## src/rtl/sparc_ifu_missreq_sched.sv

```systemverilog
// I-cache miss request scheduler for the four IFU threads.
// Each thread walks IDLE -> PEND -> ISSUED -> IDLE. Pending misses compete
// for the single L2 request port under least-recently-granted priority, and
// the number of outstanding (ISSUED) misses is capped at MAX_OUT.
//
//   state  | meaning
//   IDLE   | no miss outstanding for this thread
//   PEND   | miss detected, waiting to be granted on the L2 port
//   ISSUED | request accepted by L2, waiting for the fill to return
module sparc_ifu_missreq_sched #(
    parameter int MAX_OUT = 2,
    parameter int TMO_W   = 8
) (
    input  logic       clk,
    input  logic       reset,
    input  logic [3:0] miss_req,
    input  logic [3:0] miss_kill,
    output logic       pcx_req,
    output logic [1:0] pcx_tid,
    input  logic       pcx_gnt,
    input  logic       fill_vld,
    input  logic [1:0] fill_tid,
    output logic [3:0] thr_wait,
    output logic       fill_drop,
    output logic [2:0] out_cnt,
    output logic [3:0] tmo_err
);

    typedef enum logic [1:0] {
        S_IDLE   = 2'd0,
        S_PEND   = 2'd1,
        S_ISSUED = 2'd2
    } thr_state_t;

    // Value one below all-ones: the counter reaches saturation on the edge
    // where it leaves this value, and the sticky flag is raised on that edge.
    localparam logic [TMO_W-1:0] TMO_PRE = {{(TMO_W-1){1'b1}}, 1'b0};
    localparam logic [TMO_W-1:0] TMO_MAX = {TMO_W{1'b1}};

    thr_state_t       state [4];
    logic [3:0]       disc;
    logic [3:0]       khold;
    logic [TMO_W-1:0] tmo_cnt [4];
    logic [1:0]       ord [4];   // ord[0] = MRU ... ord[3] = LRU

    logic       hs;
    logic [3:0] tid_oh;
    logic [3:0] presented;
    logic [3:0] fill_ret;
    logic [3:0] cand;
    logic       fill_any;
    logic [3:0] cnt_eff;
    logic       cap_ok;
    logic       win_vld;
    logic [1:0] win_tid;
    logic [1:0] gpos;
    logic [1:0] ord_nxt [4];

    assign hs = pcx_req & pcx_gnt;

    // Per-thread decode of handshake, presentation, fill retirement and candidacy.
    always_comb begin
        tid_oh    = 4'b0;
        presented = 4'b0;
        fill_ret  = 4'b0;
        cand      = 4'b0;
        thr_wait  = 4'b0;
        for (int t = 0; t < 4; t++) begin
            tid_oh[t]    = (pcx_tid == 2'(t));
            presented[t] = pcx_req & tid_oh[t];
            fill_ret[t]  = fill_vld & (fill_tid == 2'(t)) & (state[t] == S_ISSUED);
            cand[t]      = (state[t] == S_PEND) & ~(hs & tid_oh[t]) & ~miss_kill[t];
            thr_wait[t]  = (state[t] != S_IDLE);
        end
    end

    assign fill_any = |fill_ret;

    // Outstanding count as it will stand after this edge decides eligibility.
    always_comb begin
        cnt_eff = {1'b0, out_cnt} + {3'b0, hs} - {3'b0, fill_any};
        cap_ok  = (cnt_eff < 4'(MAX_OUT));
    end

    // Pick the candidate furthest toward LRU; later positions overwrite earlier.
    always_comb begin
        win_vld = 1'b0;
        win_tid = 2'd0;
        for (int i = 0; i < 4; i++) begin
            if (cand[ord[i]]) begin
                win_vld = 1'b1;
                win_tid = ord[i];
            end
        end
    end

    // On a handshake the granted thread moves to MRU; those ahead shift down.
    always_comb begin
        gpos = 2'd0;
        for (int i = 0; i < 4; i++) begin
            if (ord[i] == pcx_tid) gpos = 2'(i);
        end
        for (int i = 0; i < 4; i++) ord_nxt[i] = ord[i];
        if (hs) begin
            ord_nxt[0] = pcx_tid;
            for (int i = 1; i < 4; i++) begin
                if (2'(i) <= gpos) ord_nxt[i] = ord[i-1];
            end
        end
    end

    // Per-thread miss FSM, discard tracking and fill timeout.
    always_ff @(posedge clk or posedge reset) begin
        if (reset) begin
            disc    <= 4'b0;
            khold   <= 4'b0;
            tmo_err <= 4'b0;
            for (int t = 0; t < 4; t++) begin
                state[t]   <= S_IDLE;
                tmo_cnt[t] <= '0;
            end
        end else begin
            for (int t = 0; t < 4; t++) begin
                case (state[t])
                    S_IDLE: begin
                        disc[t]  <= 1'b0;
                        khold[t] <= 1'b0;
                        if (miss_req[t]) state[t] <= S_PEND;
                    end
                    S_PEND: begin
                        if (hs && tid_oh[t]) begin
                            state[t]   <= S_ISSUED;
                            disc[t]    <= khold[t] | miss_kill[t];
                            khold[t]   <= 1'b0;
                            tmo_cnt[t] <= '0;
                        end else if (miss_kill[t]) begin
                            // A presented request cannot be withdrawn, so the kill
                            // is remembered and applied once it is granted.
                            if (presented[t]) begin
                                khold[t] <= 1'b1;
                            end else begin
                                state[t] <= S_IDLE;
                                khold[t] <= 1'b0;
                            end
                        end
                    end
                    S_ISSUED: begin
                        if (fill_ret[t]) begin
                            state[t] <= miss_req[t] ? S_PEND : S_IDLE;
                            disc[t]  <= 1'b0;
                        end else begin
                            if (miss_kill[t]) disc[t] <= 1'b1;
                            if (tmo_cnt[t] != TMO_MAX) tmo_cnt[t] <= tmo_cnt[t] + 1'b1;
                            if (tmo_cnt[t] == TMO_PRE) tmo_err[t] <= 1'b1;
                        end
                    end
                    default: state[t] <= S_IDLE;
                endcase
            end
        end
    end

    // Request port, outstanding count, drop pulse and priority order.
    always_ff @(posedge clk or posedge reset) begin
        if (reset) begin
            pcx_req   <= 1'b0;
            pcx_tid   <= 2'd0;
            fill_drop <= 1'b0;
            out_cnt   <= 3'd0;
            for (int i = 0; i < 4; i++) ord[i] <= 2'(i);
        end else begin
            fill_drop <= |(fill_ret & disc);
            out_cnt   <= cnt_eff[2:0];
            for (int i = 0; i < 4; i++) ord[i] <= ord_nxt[i];
            if (!(pcx_req && !pcx_gnt)) begin
                pcx_req <= win_vld & cap_ok;
                pcx_tid <= win_tid;
            end
        end
    end

endmodule

```

## config.mk

```make
export PLATFORM = sky130hd
export DESIGN_NAME = sparc_ifu_missreq_sched
export DESIGN_NICKNAME = d
export VERILOG_FILES = /design/src/rtl/sparc_ifu_missreq_sched.sv
export SDC_FILE = /design/constraint.sdc
export NUM_CORES = 1
export LEC_CHECK = 0
export BUFFER_PORTS_ARGS = -buffer_cell sky130_fd_sc_hd__buf_2
export CAP_MARGIN = 0
export CORE_ASPECT_RATIO = 0.8
export CORE_UTILIZATION = 55
export CTS_BUF_LIST = sky130_fd_sc_hd__clkbuf_4
export DETAILED_ROUTE_END_ITERATION = 12
export HOLD_SLACK_MARGIN = 0.05
export PLACE_DENSITY_LB_ADDON = 0.25
export SKIP_LAST_GASP = 1
export SYNTH_ARGS = -nofsm -noshare
export SYNTH_HDL_FRONTEND = slang
export SYNTH_SLANG_ARGS = --single-unit
```

## constraint.sdc

```tcl
create_clock -name clk -period 2.62 [get_ports clk]
set_clock_uncertainty 0.15 [all_clocks]
set_input_delay 0.131 -clock clk [delete_from_list [all_inputs] [get_ports clk]]
set_output_delay 0.131 -clock clk [all_outputs]
set_load 0.05 [all_outputs]
```

==> out/qor.tcl, run 1 <==
set qor(use_met2) 0.449
set qor(total_leakage_power_nw) 2.41
set qor(switchingPower_mw) 1.33
set qor(floorplan.die.width_microns) 101
set qor(clk_transition_reported_paths_ns) 0.11
set qor(final-hold-violation-count) 0
set qor(routabilityCongestion) 0.850
set qor(synth.area.top_cells) {dfrtp_1 37%, ha_1 8.2%, o21ai_0 5.6%, nand2_1 5.3%, mux2_2 3.2%}
set qor(timing_max_transition_violations_final) 0
set qor(timing.hold.worst.class) {in2async}
set qor(netSwitchingFraction) 0.403
set qor(cts_buffers) 9
set qor(insertion_delay_ns) 0.41
set qor(dieHeight_microns) 81.0
set qor(worst_pin_slew_ns) 0.685
set qor(synth_async_sr_flop_share) 1.00
set qor(synth_commonest_cells) {63 x dfrtp_1, 60 x nand2_1, 48 x o21ai_0}
set qor(remaining_drc_errors) 0
set qor(grt_use_met1) 0.348
set qor(cts.root.buffer_cell) {clkbuf_4}
set qor(pin_count) 29
set qor(detail_route.iter0.violations) 236
set qor(num_vias) 3927
set qor(flow.area_growth_from_synthesis_pct) 20.1
set qor(postSynthCellCount) 476
set qor(routed_wirelength_microns) 10300
set qor(htree_num_levels) 3
set qor(place_worst_setup_slack_ns) -0.118
set qor(dp_hpwl_microns) 7380
set qor(via_count_of_the_first_global_routing_pass) 3679
set qor(critical_path.reg2reg.endpoint) {pcx_req}
set qor(max-vdd-ir-drop_mv) 0.392
set qor(synthesis.area_sq_mm) 0.00429
set qor(num-nets-final) 593
set qor(synth-main-ff-cell) {dfrtp_1}
set qor(failing_checks) {negative setup slack}
set qor(synthDistinctLibCells) 60
set qor(post-layout-total-power_mw) 3.29
set qor(portbufs) 28
set qor(initial_antenna_violation_count) 0
set qor(non_filler_cells_in_the_finished_layout) 660
set qor(rr_worst_depth) 10
set qor(num_antenna_cells) 0
set qor(startpoint_type) {flop}
set qor(yosys.cell_count.top_type) {dfrtp_1}
set qor(power.density_cell_area_mw_per_mm2) 638
set qor(yosys.area.top_type) {dfrtp_1}
set qor(ys_seq_elements) 67
set qor(seq_area_sq_mm) 0.00168
set qor(drt_first_pass_iters) 5
set qor(syn-num-nets) 519
set qor(cts.sink_count) 67
set qor(fp.coreArea_sq_mm) 0.00746
set qor(drv.max_cap_violation_count) 0
set qor(avgViaCountPerCell) 5.95
set qor(multi_input_area_sq_mm) 0.00250
set qor(fin_crit_sh) 1.02
set qor(routed_wire_length_per_instance_microns) 15.5
set qor(synth_largest_type_area_fraction) 0.368
set qor(worst-setup-path-type) {reg2reg}
set qor(final_layout_size_suffix_gt1_frac) 0.231
set qor(timing.critical_path.fanout_max) 2
set qor(finalHoldWorstSlack_ns) 0.210
set qor(cts_tree) {done}
set qor(totalNegativeSetupSlack_ns) -0.0488
set qor(most_used_routing_layer) {met2}
set qor(fin_util) 0.690
set qor(kind_of_end_point_of_the_critical_path) {flop}
set qor(grt_max_degree) 38
set qor(cell_rows) 28
set qor(die-area_sq_mm) 0.00816
set qor(place_inst) 627
set qor(fmaxAchievable_mhz) 375
set qor(setup.reg_to_reg.worst_slack_ns) -0.05
set qor(synth.avg_cell_area_sq_um) 9.01
set qor(final-setup-viol-count) 1
set qor(initial_utilization) 0.575
set qor(yosysWarningCount) 0
set qor(grt_overflow) 0
set qor(ys_seq_area_frac) 0.392
set qor(combPwrFrac) 0.440
set qor(synth-edff-count) 0
set qor(antenna_violating_nets_left) 0
set qor(stdcell_area_sq_mm) 0.00515
set qor(rsz0062_at_grt) {yes}
set qor(global_route.usage.total) 0.269
set qor(cp_data_required_time_ns) 2.79
set qor(timing.max_slew.rel_slack) 0.543
set qor(critical_path_arrival_ns) 2.83
set qor(nFillCells) 584
set qor(met3_usage) 0.0568
set qor(cell_internal_pwr_mw) 1.96
set qor(first_pass_grt_wire_length_microns) 16900
set qor(max_buffers_root_to_sink) 2
set qor(period_minus_slack_ns) 2.67
set qor(share_clk_of_total_power) 0.207
set qor(status) {complete, but fails checks}
set qor(power.share.sequential) 0.353
set qor(placed_cell_area_sq_mm) 0.00478
set qor(postLayoutSetupSlackWorst_ns) -0.0488
set qor(regToRegStartpoint) {state[0]}
## timing repair
action | CTS | global route
resized for setup | 10 | 7
endpoints found under the hold margin | 43 | 0
pin swaps | 5 | 4
hold buffers | 12 | 0
gates cloned | 0 | 0
endpoints found under the setup margin | 3 | 3
setup buffers | 2 | 3
## registers in the layout, indices dropped and copies added, names as in the netlist
signal     cells
ord            8
pcx_req        1
disc           4
tmo_err        4
fill_drop      1
pcx_tid        2
state          8
tmo_cnt       32
khold          4
out_cnt        3
## power groups by stage
stage | Combinational, mW | Clock [mW] | Sequential, mW
after detailed placement | 1.32 | 0 | 1.17
final | 1.45 | 0.681 | 1.16
after floorplan | 0.882 | 0 | 1.20
after CTS | 1.38 | 0.695 | 1.16
after global placement | 1.29 | 0 | 1.17
after global routing | 1.57 | 0.737 | 1.17
## worst max-delay path by stage
stage,start,endpoint,slack (ns)
after detailed placement,state[0],pcx_req,-0.12
after global routing,state[6],pcx_req,-0.10
after CTS,state[1],pcx_req,-0.006
final,state[0],pcx_req,-0.05
after global placement,state[0],pcx_req,-0.06
after floorplan,state[0],pcx_req,-0.09
## worst max-delay path, cell delays in order, from the launching register on
cell and delay (ns):
dfrtp_1 0.39, inv_2 0.06, ha_4 0.15, mux4_2 0.47, and2_4 0.17, ha_4 0.26, inv_2 0.04, ha_4 0.16
inv_4 0.05, fa_2 0.43, a31o_2 0.25
## cells by family (layout without fill, tap and decap cells)
logic type / count (synthesis) / in the layout / share of synthesized area
and+or+nand+nor: 173 / 173 / 0.204
AOI/OAI and AO/OA: 115 / 115 / 0.172
buffers and inverters: 52 / 131 / 0.0473
DFF: 67 / 67 / 0.392
xor gates and xnor gates: 15 / 15 / 0.0306
adders and majority gates: 29 / 29 / 0.0864
muxes: 25 / 25 / 0.0677
## layout make-up
class                           count  share of cell area
Multi-Input combinational cell    357               0.485
Tap cell                          105              0.0255
Clock buffer                       12              0.0175
Clock inverter                      4             0.00826
Sequential cell                    67               0.327
Inverter                           35              0.0260
Timing Repair Buffer               80               0.111
## per-layer routing
| metal | up-vias | share of wire |
|---|---|---|
| li1 | 1858 | - |
| met3 | 27 | 0.051 |
| met2 | 134 | 0.48 |
| met4 | 0 | 0.024 |
| met5 | - | 0 |
| met1 | 1908 | 0.44 |
## placed cells by master (no fill, tap or decap), drive strengths merged, types with 3 or more instances in the layout
| master | n |
|---|---|
| nor2b | 8 |
| dfstp | 4 |
| dfrtp | 63 |
| nor3 | 8 |
| and3 | 3 |
| a31oi | 5 |
| inv | 35 |
| o31ai | 13 |
| o311ai | 3 |
| xnor2 | 3 |
| nand4 | 8 |
| o21ai | 52 |
| dlygate4sd3 | 12 |
| mux2 | 12 |
| nand2 | 60 |
| ha | 28 |
| nand2b | 3 |
| and2 | 5 |
| a211o | 3 |
| nor3b | 3 |
| and4 | 6 |
| clkbuf | 12 |
| clkinv | 3 |
| a21oi | 10 |
| nand3 | 23 |
| buf | 68 |
| or4 | 7 |
| a41o | 3 |
| xor2 | 12 |
| mux2i | 11 |
| o211ai | 6 |
| o21a | 3 |
| nor2 | 28 |
(Power assumes the default switching activity.)
==> inputs of run 2 (changes only) <==
- ABC_AREA: unset -> 1
==> out/qor.tcl, run 2 <==
set qor(path_cells) {ha_4 > inv_4 > nor2_4 > inv_2 > nand4_1 > ha_1 > inv_1 > ha_2 > inv_2 > fa_2 > xnor2_2 > nor3_2 > o21ai_1 > nand2_1}
set qor(grt_max_degree) 42
set qor(power.share.sequential) 0.335
set qor(dieHeight_microns) 81.1
set qor(portbufs) 28
set qor(combPwrFrac) 0.500
set qor(place_inst) 685
set qor(yosysWarningCount) 0
set qor(synth.avg_cell_area_sq_um) 7.89
set qor(rr_worst_depth) 14
set qor(critical-path-max-stage-delay_ns) 0.45
set qor(ys_seq_elements) 67
set qor(startpoint_type) {flop}
set qor(synth-edff-count) 0
set qor(die-area_sq_mm) 0.00818
set qor(antenna_violating_nets_left) 0
set qor(drt_first_pass_iters) 5
set qor(num_vias) 3921
set qor(synth-main-ff-cell) {dfrtp_1}
set qor(critPathSlowestCell) {dfrtp_1}
set qor(routed_wirelength_microns) 10000
set qor(rsz0062_at_grt) {yes}
set qor(pin_count) 29
set qor(grt_overflow) 0
set qor(mostFrequentLayoutCells) {110 x nand2_1, 77 x inv_1, 63 x dfrtp_1, 50 x o21ai_0, 32 x nor2_1}
set qor(largest_register_ffs) 32
set qor(fmaxAchievable_mhz) 399
set qor(final_layout_size_suffix_gt1_frac) 0.197
set qor(synth_async_sr_flop_share) 1.00
set qor(initial_antenna_violation_count) 0
set qor(synth_largest_type_area_fraction) 0.367
set qor(insertion_delay_ns) 0.43
set qor(fp.coreArea_sq_mm) 0.00750
set qor(syn-num-nets) 588
set qor(global_route.usage.total) 0.262
set qor(total_leakage_power_nw) 2.37
set qor(registers_with_the_highest_flip_flop_counts) {tmo_cnt (32), ord (8), state (8)}
set qor(critical_path.reg2reg.endpoint) {pcx_req}
set qor(cp_num_cells) 14
set qor(crit_buf_inv) 4
set qor(cell_rows) 28
set qor(power.density_cell_area_mw_per_mm2) 837
set qor(cp_data_required_time_ns) 2.84
set qor(cell_internal_pwr_mw) 2.27
set qor(timing_max_transition_violations_final) 0
set qor(yosys.area.top_type) {dfrtp_1}
set qor(share_clk_of_total_power) 0.165
set qor(yosys.cell_count.top_type) {nand2_1}
set qor(flow.area_growth_from_synthesis_pct) 17.4
set qor(largest_register) {tmo_cnt}
set qor(synth.area.top_cells) {dfrtp_1 37%, nand2_1 9.7%, ha_1 8.1%, inv_1 7.5%, o21ai_0 5.8%}
set qor(non_filler_cells_in_the_finished_layout) 723
set qor(final-setup-viol-count) 0
set qor(num_antenna_cells) 0
set qor(worst_pin_slew_ns) 0.581
set qor(detail_route.iter0.violations) 241
set qor(dp_hpwl_microns) 6960
set qor(via_count_of_the_first_global_routing_pass) 3605
set qor(totalNegativeSetupSlack_ns) 0
set qor(cts_buffers) 9
set qor(status) {completed}
set qor(finalHoldWorstSlack_ns) 0.151
set qor(worst-setup-path-type) {reg2reg}
set qor(synthDistinctLibCells) 41
set qor(cts.sink_count) 67
set qor(max_buffers_root_to_sink) 2
set qor(postSynthCellCount) 545
set qor(timing.hold.worst.class) {in2async}
set qor(ys_seq_area_frac) 0.391
set qor(floorplan.die.width_microns) 101
set qor(clk_transition_reported_paths_ns) 0.11
set qor(max-vdd-ir-drop_mv) 0.455
set qor(initial_utilization) 0.574
set qor(critical_path.most_common_cell) {inv_2}
set qor(final-hold-violation-count) 0
set qor(post-layout-total-power_mw) 4.22
set qor(period_minus_slack_ns) 2.50
set qor(fin_crit_sh) 0.956
set qor(cts.root.buffer_cell) {clkbuf_4}
set qor(final_common_cell) {nand2_1}
set qor(first_pass_grt_wire_length_microns) 16500
set qor(timing.max_slew.rel_slack) 0.612
set qor(drv.max_cap_violation_count) 0
set qor(synth_commonest_cells) {111 x nand2_1, 86 x inv_1, 63 x dfrtp_1}
set qor(setup.reg_to_reg.worst_slack_ns) 0.12
set qor(worst_path_dominant_cell_family) {adder cells}
set qor(routabilityCongestion) 0.941
set qor(num-nets-final) 656
set qor(routed_wire_length_per_instance_microns) 13.9
set qor(remaining_drc_errors) 0
set qor(timing.critical_path.fanout_max) 3
set qor(avgViaCountPerCell) 5.42
set qor(critical_path_arrival_ns) 2.72
set qor(htree_num_levels) 3
set qor(netSwitchingFraction) 0.464
set qor(kind_of_end_point_of_the_critical_path) {flop}
set qor(switchingPower_mw) 1.96
set qor(synthesis.area_sq_mm) 0.00430
set qor(fin_util) 0.673
set qor(cts_tree) {done}
set qor(regToRegStartpoint) {state[1]}
==> run 2: changes by cell type in the layout (fill, tap and decap cells not counted), sizes merged, moves of 8 or more <==
cell / before / now
a21oi: 10 / 25
inv: 35 / 90
mux2: 12 / 3
nand2: 60 / 120
mux2i: 11 / 0
nor2b: 8 / 0
buf: 68 / 49
nor2: 28 / 40
==> run 2: worst max path at each step <==
stage          slack (ns)  endpoint     start
2_1_floorplan        0.04   pcx_req  state[0]
5_1_grt             -0.05   pcx_req  state[1]
3_3_place_gp         0.11   pcx_req  state[4]
6_report             0.12   pcx_req  state[1]
3_5_place_dp         0.05   pcx_req  state[4]
4_1_cts              0.03   pcx_req  state[4]
==> run 2: cells by family after synthesis <==
family          synth area share
compound gates             0.155
xor+xnor                  0.0346
fa+ha+maj                 0.0861
buf+inv                   0.0885
flops                      0.391
mux                      0.00786
simple gates               0.237
==> run 2: power by group through the flow <==
| stage | clock, mW | combinational (mW) | sequential [mW] |
|---|---|---|---|
| floorplan | 0 | 1.42 | 1.52 |
| global placement | 0 | 1.90 | 1.41 |
| detailed placement | 0 | 1.94 | 1.42 |
| CTS | 0.711 | 1.96 | 1.40 |
| global route | 0.755 | 2.36 | 1.44 |
| finish | 0.695 | 2.11 | 1.42 |
==> run 2: repair_timing <==
| item | in CTS | in global routing |
|---|---|---|
| hold buffers | 13 | 0 |
| buffers inserted | 0 | 9 |
| hold endpoints to repair | 41 | 0 |
| setup endpoints to repair | 0 | 1 |
| resized for setup | 0 | 26 |
==> run 2: final cells by class <==
type | instances | area (sq um)
Fill cell | 643 | 2450
Multi-Input combinational cell | 383 | 2310
Sequential cell | 67 | 1680
Timing Repair Buffer | 62 | 440
Inverter | 90 | 345
Tap cell | 105 | 131
Clock buffer | 13 | 97.6
Clock inverter | 3 | 38.8
==> run 2: per-stage QoR <==
step / setup WS [ns] / instance area [sq um]
2_1_floorplan: 0.0383 / 4300
3_3_place_gp: 0.105 / 4630
3_5_place_dp: 0.0538 / 4630
4_1_cts: 0.0316 / 4900
5_1_grt: -0.0536 / 5050
6_report: 0.115 / 5050
==> run 2: layer usage <==
metal | global-route usage | routed length (microns)
met1 | 0.356 | 4630
met2 | 0.416 | 4610
met3 | 0.0594 | 586
met4 | 0.0884 | 187
met5 | 0 | 0
==> run 2: worst register-to-register path: stages (launching register included) <==
cell     delay [ns]
dfrtp_1        0.45
ha_4           0.20
inv_4          0.06
nor2_4         0.04
inv_2          0.06
nand4_1        0.12
ha_1           0.31
inv_1          0.06
ha_2           0.16
inv_2          0.04
fa_2           0.38
xnor2_2        0.15
nor3_2         0.15
o21ai_1        0.08
nand2_1        0.07
==> inputs of run 3 (changes only) <==
- CORE_ASPECT_RATIO: 0.8 -> 0.7
==> out/qor.tcl, run 3 (synthesis gave the netlist of run 2 again) <==
set qor(status) {completed}
set qor(post-layout-total-power_mw) 4.70
set qor(routed_wirelength_microns) 9960
set qor(final_layout_size_suffix_gt1_frac) 0.188
set qor(cts_buffers) 9
set qor(mostFrequentLayoutCells) {110 x nand2_1, 77 x inv_1, 63 x dfrtp_1, 50 x o21ai_0, 32 x nor2_1}
set qor(global_route.usage.total) 0.263
set qor(num_vias) 3916
set qor(fin_crit_sh) 0.980
set qor(dp_hpwl_microns) 7260
set qor(detail_route.iter0.violations) 238
set qor(timing_max_transition_violations_final) 0
set qor(final_common_cell) {nand2_1}
set qor(drt_first_pass_iters) 5
set qor(fp.coreArea_sq_mm) 0.00742
set qor(cell_rows) 26
set qor(max-vdd-ir-drop_mv) 0.591
set qor(registers_with_the_highest_flip_flop_counts) {tmo_cnt (32), ord (8), state (8)}
set qor(kind_of_end_point_of_the_critical_path) {flop}
set qor(timing.hold.worst.class) {reg2reg}
set qor(insertion_delay_ns) 0.45
set qor(period_minus_slack_ns) 2.57
set qor(total_leakage_power_nw) 2.40
set qor(portbufs) 28
set qor(avgViaCountPerCell) 5.48
set qor(final-hold-violation-count) 0
set qor(largest_register_ffs) 32
set qor(largest_register) {tmo_cnt}
set qor(rsz0062_at_grt) {yes}
set qor(worst_pin_slew_ns) 0.570
set qor(fmaxAchievable_mhz) 389
set qor(remaining_drc_errors) 0
set qor(first_pass_grt_wire_length_microns) 16900
set qor(initial_utilization) 0.580
set qor(dieHeight_microns) 76.0
set qor(flow.area_growth_from_synthesis_pct) 19.3
set qor(routabilityCongestion) 0.910
set qor(floorplan.die.width_microns) 108
set qor(timing.max_slew.rel_slack) 0.620
set qor(cts_tree) {done}
set qor(totalNegativeSetupSlack_ns) 0
set qor(via_count_of_the_first_global_routing_pass) 3620
set qor(routed_wire_length_per_instance_microns) 13.9
set qor(finalHoldWorstSlack_ns) 0.332
set qor(cts.sink_count) 67
set qor(cts.root.buffer_cell) {clkbuf_4}
set qor(hold-path-cell-count) 1
set qor(grt_overflow) 0
set qor(htree_num_levels) 3
set qor(final-setup-viol-count) 0
set qor(power.density_cell_area_mw_per_mm2) 916
set qor(cp_data_required_time_ns) 2.85
set qor(fin_util) 0.692
set qor(worst-setup-path-type) {reg2reg}
set qor(clk_transition_reported_paths_ns) 0.13
set qor(drv.max_cap_violation_count) 0
set qor(num_antenna_cells) 0
set qor(critical_path_arrival_ns) 2.79
set qor(grt_max_degree) 51
set qor(num-nets-final) 654
set qor(startpoint_type) {flop}
set qor(pin_count) 29
set qor(initial_antenna_violation_count) 0
set qor(rr_worst_depth) 13
set qor(die-area_sq_mm) 0.00818
set qor(timing.critical_path.fanout_max) 4
set qor(antenna_violating_nets_left) 0
set qor(max_buffers_root_to_sink) 2
## run 3: area by class of cell
| cell class | count | area (sq um) |
|---|---|---|
| clock buffer | 9 | 67.6 |
| clock inverter | 7 | 188 |
| fill | 602 | 2290 |
| inverter | 90 | 340 |
| multi-input combinational | 383 | 2300 |
| sequential | 67 | 1680 |
| tap | 98 | 123 |
| timing repair buffer | 60 | 435 |
## run 3: layer usage
metal  GRT usage  vias up  part of all wire
li1            -     1951                 -
met1       0.373     1871              0.49
met2       0.392       88              0.44
met3      0.0864        6             0.059
met4      0.0575        0            0.0072
met5           0        -                 0
## run 3: worst max-delay path, stage by stage, from the launching register on
cell	delay (ns)
dfrtp_1	0.43
inv_2	0.08
ha_4	0.16
nand4_1	0.10
nand4_1	0.13
ha_1	0.31
inv_1	0.06
ha_2	0.16
inv_2	0.04
fa_2	0.38
xnor2_2	0.16
nor3_2	0.19
o21ai_1	0.09
nand2_1	0.06
## run 3: final timing paths
path                            start          end  slack, ns
hold / removal             tmo_err[3]   tmo_err[3]       0.33
min in group asynchronous       reset  tmo_cnt[31]       0.64
hold reg to reg            tmo_err[3]   tmo_err[3]       0.33
max in group asynchronous       reset       ord[4]       1.01
setup / recovery             state[6]      pcx_req       0.05
setup reg to reg             state[6]      pcx_req       0.05
## run 3: stage by stage
step	area [sq um]	std cells	setup WS (ns)
final	5130	714	0.0515
after global routing	5130	714	-0.0595
after CTS	5060	710	0.00279
after detailed placement	4600	675	-0.0532
after global placement	4600	675	0.0800
after floorplan	4300	545	0.0383
## run 3: what timing repair did
action                                  4_1_cts  5_1_grt
buffers inserted                              2        4
pin swaps                                     2        8
hold buffers                                 17        0
endpoints found under the hold margin        83        0
resized for setup                             5       17
endpoints found under the setup margin        1        2
## run 3: report_power, final
part / switching, mW / internal [mW]
sequential: 0.188 / 1.23
combinational: 1.41 / 0.705
clock: 0.403 / 0.771
